`src/rtl/inst_buffer_ctrl_pkg.sv`:
```
// Shared defaults and FSM encoding for the decoded-instruction buffer controller.
package inst_buffer_ctrl_pkg;

    localparam int DEF_DEPTH          = 32;
    localparam int DEF_DEPTH_LOG      = 5;
    localparam int DEF_FETCH_WIDTH    = 8;
    localparam int DEF_DISPATCH_WIDTH = 4;
    localparam int DEF_RECOVER_CYCLES = 2;

    typedef enum logic {
        RUN     = 1'b0,
        RECOVER = 1'b1
    } ctrlState_e;

endpackage

```
`src/rtl/popcount_prefix.sv`:
```
// Exclusive prefix population counts per lane plus the total count of a bit vector.
module popcount_prefix #(
    parameter int WIDTH = 8,
    parameter int CNT_W = $clog2(WIDTH + 1)
) (
    input  logic [WIDTH-1:0]            vec,
    output logic [WIDTH-1:0][CNT_W-1:0] prefix,
    output logic [CNT_W-1:0]            total
);

    logic [CNT_W-1:0] runSum;

    always_comb begin
        prefix = '0;
        runSum = '0;
        for (int i = 0; i < WIDTH; i++) begin
            prefix[i] = runSum;
            runSum    = runSum + CNT_W'(vec[i]);
        end
        total = runSum;
    end

endmodule

```
`src/rtl/inst_buffer_ctrl.sv`:
```
// Pointer, occupancy and flush-recovery control for the decoded-instruction buffer SRAM.
module inst_buffer_ctrl
    import inst_buffer_ctrl_pkg::*;
#(
    parameter int DEPTH          = DEF_DEPTH,
    parameter int DEPTH_LOG      = DEF_DEPTH_LOG,
    parameter int FETCH_WIDTH    = DEF_FETCH_WIDTH,
    parameter int DISPATCH_WIDTH = DEF_DISPATCH_WIDTH,
    parameter int RECOVER_CYCLES = DEF_RECOVER_CYCLES
) (
    input  logic                                clk,
    input  logic                                reset,
    input  logic                                flush_i,
    input  logic                                stall_i,
    input  logic                                decode_ready_i,
    input  logic [FETCH_WIDTH-1:0]              decoded_vector_i,
    output logic [FETCH_WIDTH-1:0]              we_o,
    output logic [FETCH_WIDTH*DEPTH_LOG-1:0]    waddr_o,
    output logic [DISPATCH_WIDTH*DEPTH_LOG-1:0] raddr_o,
    output logic                                sram_clear_o,
    output logic                                stall_fetch_o,
    output logic                                ready_o,
    output logic                                deq_o,
    output logic [DEPTH_LOG:0]                  count_o,
    output logic                                busy_recover_o
);

    localparam int CNT_W = $clog2(FETCH_WIDTH + 1);
    localparam int RC_W  = (RECOVER_CYCLES > 1) ? $clog2(RECOVER_CYCLES) : 1;
    localparam logic [DEPTH_LOG:0] FULL_LIMIT = (DEPTH_LOG+1)'(DEPTH - FETCH_WIDTH);
    localparam logic [DEPTH_LOG:0] DISP_GROUP = (DEPTH_LOG+1)'(DISPATCH_WIDTH);
    localparam logic [RC_W-1:0]    RC_INIT    = RC_W'(RECOVER_CYCLES - 1);

    ctrlState_e                      state, stateNext;
    logic [DEPTH_LOG-1:0]            headPtr, headNext;
    logic [DEPTH_LOG-1:0]            tailPtr, tailNext;
    logic [DEPTH_LOG:0]              count, countNext;
    logic [RC_W-1:0]                 recoverCnt, recoverCntNext;
    logic [FETCH_WIDTH-1:0][CNT_W-1:0] laneOffset;
    logic [CNT_W-1:0]                vecTotal;
    logic                            inRecover;
    logic                            accept;
    logic [DEPTH_LOG:0]              nIn, nOut;

    // One prefix counter serves both the packed write addresses and the enqueue count.
    popcount_prefix #(
        .WIDTH (FETCH_WIDTH),
        .CNT_W (CNT_W)
    ) uPrefix (
        .vec    (decoded_vector_i),
        .prefix (laneOffset),
        .total  (vecTotal)
    );

    assign inRecover      = (state == RECOVER);
    assign stall_fetch_o  = (count > FULL_LIMIT) | inRecover;
    assign accept         = decode_ready_i & ~stall_fetch_o & ~flush_i;
    assign we_o           = {FETCH_WIDTH{accept}} & decoded_vector_i;
    assign nIn            = accept ? (DEPTH_LOG+1)'(vecTotal) : '0;
    assign ready_o        = ~inRecover & (count >= DISP_GROUP);
    assign deq_o          = ready_o & ~stall_i & ~flush_i;
    assign nOut           = deq_o ? DISP_GROUP : '0;
    assign sram_clear_o   = flush_i;
    assign count_o        = count;
    assign busy_recover_o = inRecover;

    always_comb begin
        waddr_o = '0;
        for (int i = 0; i < FETCH_WIDTH; i++) begin
            waddr_o[i*DEPTH_LOG +: DEPTH_LOG] = tailPtr + DEPTH_LOG'(laneOffset[i]);
        end
    end

    always_comb begin
        raddr_o = '0;
        for (int j = 0; j < DISPATCH_WIDTH; j++) begin
            raddr_o[j*DEPTH_LOG +: DEPTH_LOG] = headPtr + DEPTH_LOG'(j);
        end
    end

    // Flush overrides every other transition, including the recovery countdown.
    always_comb begin
        stateNext      = state;
        headNext       = headPtr;
        tailNext       = tailPtr;
        countNext      = count;
        recoverCntNext = recoverCnt;
        if (flush_i) begin
            stateNext      = RECOVER;
            headNext       = '0;
            tailNext       = '0;
            countNext      = '0;
            recoverCntNext = RC_INIT;
        end else begin
            case (state)
                RUN: begin
                    tailNext  = tailPtr + nIn[DEPTH_LOG-1:0];
                    headNext  = headPtr + nOut[DEPTH_LOG-1:0];
                    countNext = count + nIn - nOut;
                end
                RECOVER: begin
                    if (recoverCnt == '0) begin
                        stateNext = RUN;
                    end else begin
                        recoverCntNext = recoverCnt - 1'b1;
                    end
                end
                default: stateNext = RUN;
            endcase
        end
    end

    always_ff @(posedge clk) begin
        if (reset) begin
            state      <= RUN;
            headPtr    <= '0;
            tailPtr    <= '0;
            count      <= '0;
            recoverCnt <= '0;
        end else begin
            state      <= stateNext;
            headPtr    <= headNext;
            tailPtr    <= tailNext;
            count      <= countNext;
            recoverCnt <= recoverCntNext;
        end
    end

endmodule

```
`config.mk`:
```
export PLATFORM = sky130hd
export DESIGN_NAME = inst_buffer_ctrl
export DESIGN_NICKNAME = d
export VERILOG_FILES = /design/src/rtl/inst_buffer_ctrl_pkg.sv /design/src/rtl/popcount_prefix.sv /design/src/rtl/inst_buffer_ctrl.sv
export SDC_FILE = /design/constraint.sdc
export NUM_CORES = 1
export LEC_CHECK = 0
export ABC_CLOCK_PERIOD_IN_PS = 7600
export CAP_MARGIN = 25
export CORE_AREA = 2 2 102 104
export DETAILED_ROUTE_END_ITERATION = 8
export DIE_AREA = 0 0 104 106
export PLACE_DENSITY = 0.48
export SYNTH_ARGS = -nofsm -noshare
export SYNTH_HDL_FRONTEND = slang
export SYNTH_SLANG_ARGS = --single-unit
```
`constraint.sdc`:
```
create_clock -name clk -period 7.6 [get_ports clk]
set_input_delay 1.14 -clock clk [delete_from_list [all_inputs] [get_ports clk]]
set_output_delay 1.14 -clock clk [all_outputs]
set_load 0.05 [all_outputs]
```
# Yosys cells after proc, flatten, opt, wreduce, memory -nomap -nowiden
# Index checks and enable logic that the tools add are counted.
# totals
regBits	18
input_bits	13
output_inout_bits	79
elab_cells	50
# op_classes
addsub	22
n_lt_le_gt_ge	2
mux	8
n_bitwise	11
n_reduce_logical	2
# op_table
cell	n
5-bit by 4-bit adder with 5-bit output	7
4-bit by 1-bit adder with 4-bit output	6
5-bit by 2-bit adder with 5-bit output, second input constant	2
8-bit bitwise AND	1
6-bit by 4-bit adder with 6-bit output	1
6-bit by 3-bit greater-or-equal comparator with 1-bit output, second input constant	1
6-bit by 5-bit > comparator with 1-bit output, second input constant	1
1-bit 2-to-1 mux	6
6-bit by 3-bit subtractor with 6-bit output	1
5-bit by 1-bit adder with 5-bit output	1
5-bit by 1-bit adder with 5-bit output, second input constant	1
5-bit by 3-bit adder with 5-bit output	1
1-bit bitwise AND	5
4-bit 2-to-1 mux	1
1-bit inverter	4
3-bit 2-to-1 mux	1
1-bit by 1-bit adder with 2-bit output	1
2-bit nonzero test	1
2-bit OR reduction	1
1-bit bitwise OR	1
1-bit subtractor, second input constant	1

# Depth between registers and ports, before layout
# depth
word_depth	10
ltp_mapped	20

# By module
# Synthesis repeated with hierarchy kept, for this count alone.
# unflattened
cells_unflattened	345
hier_area_um2	2924.1
# by_module_without_submodules
mod	instances	cells_each	area_per_inst_um2	seq_area_each_um2
inst_buffer_ctrl	1	288	2418.6	320.3
popcount_prefix	1	57	505.5	0.0

# Worst setup path before layout
# OpenSTA, ideal clock, no wires.
# synth_path
path_kind	input-to-output
from	in decoded_vector_i[0]
to	out waddr_o[39]
arrival_time_ns	5.042
required_ns	6.460
path_slack_ns	1.418
path_stages	14
cell_sequence	fa_1 -> ha_1 -> inv_1 -> fa_1 -> inv_1 -> ha_1 -> ha_1 -> ha_1 -> xnor2_2 -> inv_2 -> ha_1 -> a21o_1 -> a21oi_1 -> xnor2_1
# synth_between
elab_chain_len	7
# synth_rtl
item	line_no	rtl
from (decl)	inst_buffer_ctrl.sv:16	input logic [FETCH_WIDTH-1:0] decoded_vector_i,
1-bit by 1-bit adder with 2-bit output	popcount_prefix.sv:18	runSum = runSum + CNT_W'(vec[i]);
4-bit by 1-bit adder with 4-bit output (5 in a row)	popcount_prefix.sv:18	
5-bit by 4-bit adder with 5-bit output	inst_buffer_ctrl.sv:70	waddr_o[i*DEPTH_LOG +: DEPTH_LOG] = tailPtr + DEPTH_LOG'(laneOffset[i]);
to (decl)	inst_buffer_ctrl.sv:18	output logic [FETCH_WIDTH*DEPTH_LOG-1:0] waddr_o,
# Every way passes these cells.

# Worst setup path after layout
# Ends and elaborated chain as after synthesis.

==> impl_metrics.yaml <==
timing:
  finalMaxSlewViolations: 0
  fin_tns_setup_ns: 0
  hold_viol_final: 0
  skew_ns: 0.00105
  slew_headroom_pct: 36.8
  finalSetupViolations: 0
  final.min_clock_period_ns: 7.15
  timing.fmax_mhz: 140
  rsz0062_at_grt: "no"
  worst_slew_pin_slew_ns: 0.946
  final_min_period_over_clock_period_pct: 94.0
setup_path:
  cp_max_fo: 5
  r2r-start: "count_o[5]"
  required_ns: 6.46
  critPathKind: "in2out"
  critical_path_arrival_ns: 6.01
  critPathCaptureType: "output port"
  cp-start-kind: "input pin"
  critPathLaunch: "decoded_vector_i[0]"
power:
  pwr-share-comb_pct: 76.6
  ir_drop_mv: 0.196
  p_sw_share_pct: 54.9
  fin_total_pwr_w: 0.000833
  powerDensity_mw_per_mm2: 249
  p_seq_share_pct: 13.8
  p_int_w: 0.000375
  power_frac_clock_pct: 9.5
  p_leak_nw: 1.58
  switching_power_w: 0.000457
logic_synthesis:
  syn_avg_cell_area_um2: 8.84
  netlist_instances: 275
  synth_cell_type_count: 38
  yosysSeqAreaShare_pct: 13.2
  synth_flop_cell: "dfxtp_1"
  synth_seq_cells: 16
  ys_warn_count: 0
  synth_edf_count: 0
  synth_area_mm2: 0.00243
  async_reset_ff_share_pct: 0
clock_tree:
  clockBufferDepth: 2
  cts_num_sinks: 16
  cts_resized: 0
  cts_tree: "yes"
  h-tree-depth: 1
  cts_buffers: 3
  clk_latency_ns: 0.26
  cts-root-buf: "clkbuf_8"
  cts.clk_slew.worst_paths_ns: 0.07
  cts.hold.buffers_added: 0
  post_cts_buffers: 0
placement:
  io_buffer_count: 83
  place.gp.congestion: 0.778
  dp.final_hpwl_um: 4900
layout:
  postLayoutCoreUtil_pct: 33.4
  fill_cells: 1090
  num-nets-final: 417
  area_delta_synth_final_pct: 37.5
  diodes: 0
  final_common_cell: "clkdlybuf4s50_1"
  layout_common_cells: "83 x clkdlybuf4s50_1, 51 x ha_1, 25 x a21oi_1"
  drive_gt1_share_pct: 4.39
die:
  ios: 92
  coreArea_mm2: 0.0100
  initial_core_util_pct: 24.3
  rows: 37
  die_y_um: 106
  die_area_mm2: 0.0110
  chipWidth_um: 104
route:
  wl_per_cell_um: 12.8
  viasPerCell: 4.18
  drcViolationCount: 0
  num_vias: 2000
  drtPass1Iterations: 4
  antenna_left: 0
  finalWirelength_um: 6130
  drt_iter0_markers: 43
outcome:
  outcome: "finished clean"
global_routing:
  grt_usage_pct: 11.1
  grt.overflow.total: 0
  antenna_found_initial: 0
  grt_first_pass_wirelength_um: 10100
  grt_start_max_net_pins: 23
  grt_pass1_vias: 2053
worst_hold_path:
  min_path_type: "reg2reg"
  hold_start: "recoverCnt"
flow_run:
  drv_cap: 0
-- per-stage QoR --
step,cells,hold slack (ns),setup WS (ns),cell area (µm²)
detailed placement,474,0.490,0.422,3290
global route,478,0.541,0.162,3340
global placement,474,0.469,0.476,3290
floorplan,281,0.456,1.42,2450
finish,478,0.503,0.453,3340
CTS,478,0.508,0.418,3340
-- kinds of logic after synthesis --
family / count (synthesis) / synth area share (%)
adder cells (fa/ha/maj): 61 / 34.5
AND/OR/NAND/NOR: 61 / 12.8
AO/OA/AOI/OAI: 47 / 12.5
buffers and inverters: 47 / 10.1
XOR/XNOR: 35 / 14.2
flip-flops: 16 / 13.2
multiplexers: 6 / 2.47
other: 2 / 0.309
-- synthesized netlist by cell type (8+ instances only) --
master   count  share of area (%)
xor2_1       8                2.9
fa_1        10                8.2
a21o_1      13                4.0
ha_1        51                 26
nor2_1      14                2.2
nand2_1     17                2.6
xnor2_1     23                8.3
dfxtp_1     16                 13
buf_4       18                5.6
inv_1       20                3.1
and2_1       9                2.3
a21oi_1     25                5.1
-- registers in the layout, summed over array words and instances (netlist names) --
register / cells
busy_recover_o: 1
count_o: 6
headPtr: 3
recoverCnt: 1
tailPtr: 5
-- worst max-delay path, stage by stage --
cell             delay [ns]
clkdlybuf4s50_1        0.48
fa_1                   0.59
ha_1                   0.16
inv_1                  0.05
fa_1                   0.51
inv_1                  0.09
ha_1                   0.37
ha_1                   0.41
ha_1                   0.27
xnor2_2                0.22
inv_2                  0.09
ha_1                   0.32
a21o_1                 0.19
a21oi_1                0.17
xnor2_1                0.14
clkdlybuf4s50_1        0.83
-- layout make-up --
cell class / count / area, µm² / share of cell area, %
Inverter: 21 / 78.8 / 2.36
Multi-Input combinational cell: 218 / 1890 / 56.5
Timing Repair Buffer: 83 / 831 / 24.9
Clock buffer: 4 / 55.1 / 1.65
Tap cell: 136 / 170 / 5.09
Sequential cell: 16 / 320 / 9.58
-- metal layers --
| layer | wire length (µm) | GRT usage (%) |
|---|---|---|
| met5 | 0 | 0 |
| met4 | 51 | 2.32 |
| met3 | 282 | 1.72 |
| met2 | 2870 | 19.1 |
| met1 | 2920 | 14.6 |
-- power by group through the flow --
stage	Sequential (W)	Clock (W)	Combinational, W
after detailed placement	0.000118	0	0.000641
final	0.000115	0.0000795	0.000638
after CTS	0.000116	0.0000829	0.000646
after global routing	0.000117	0.0000855	0.000693
after floorplan	0.000143	0	0.000454
after global placement	0.000117	0	0.000639
-- worst paths after layout --
| check | slack [ns] | depth (start not counted) | end |
|---|---|---|---|
| max reg2reg | 3.67 | 14 | count_o[4] |
| min | 0.50 | 2 | recoverCnt |
| max | 0.45 | 16 | waddr_o[39] |
| min reg2reg | 0.50 | 2 | recoverCnt |
Power figures use the tool's default switching activity.
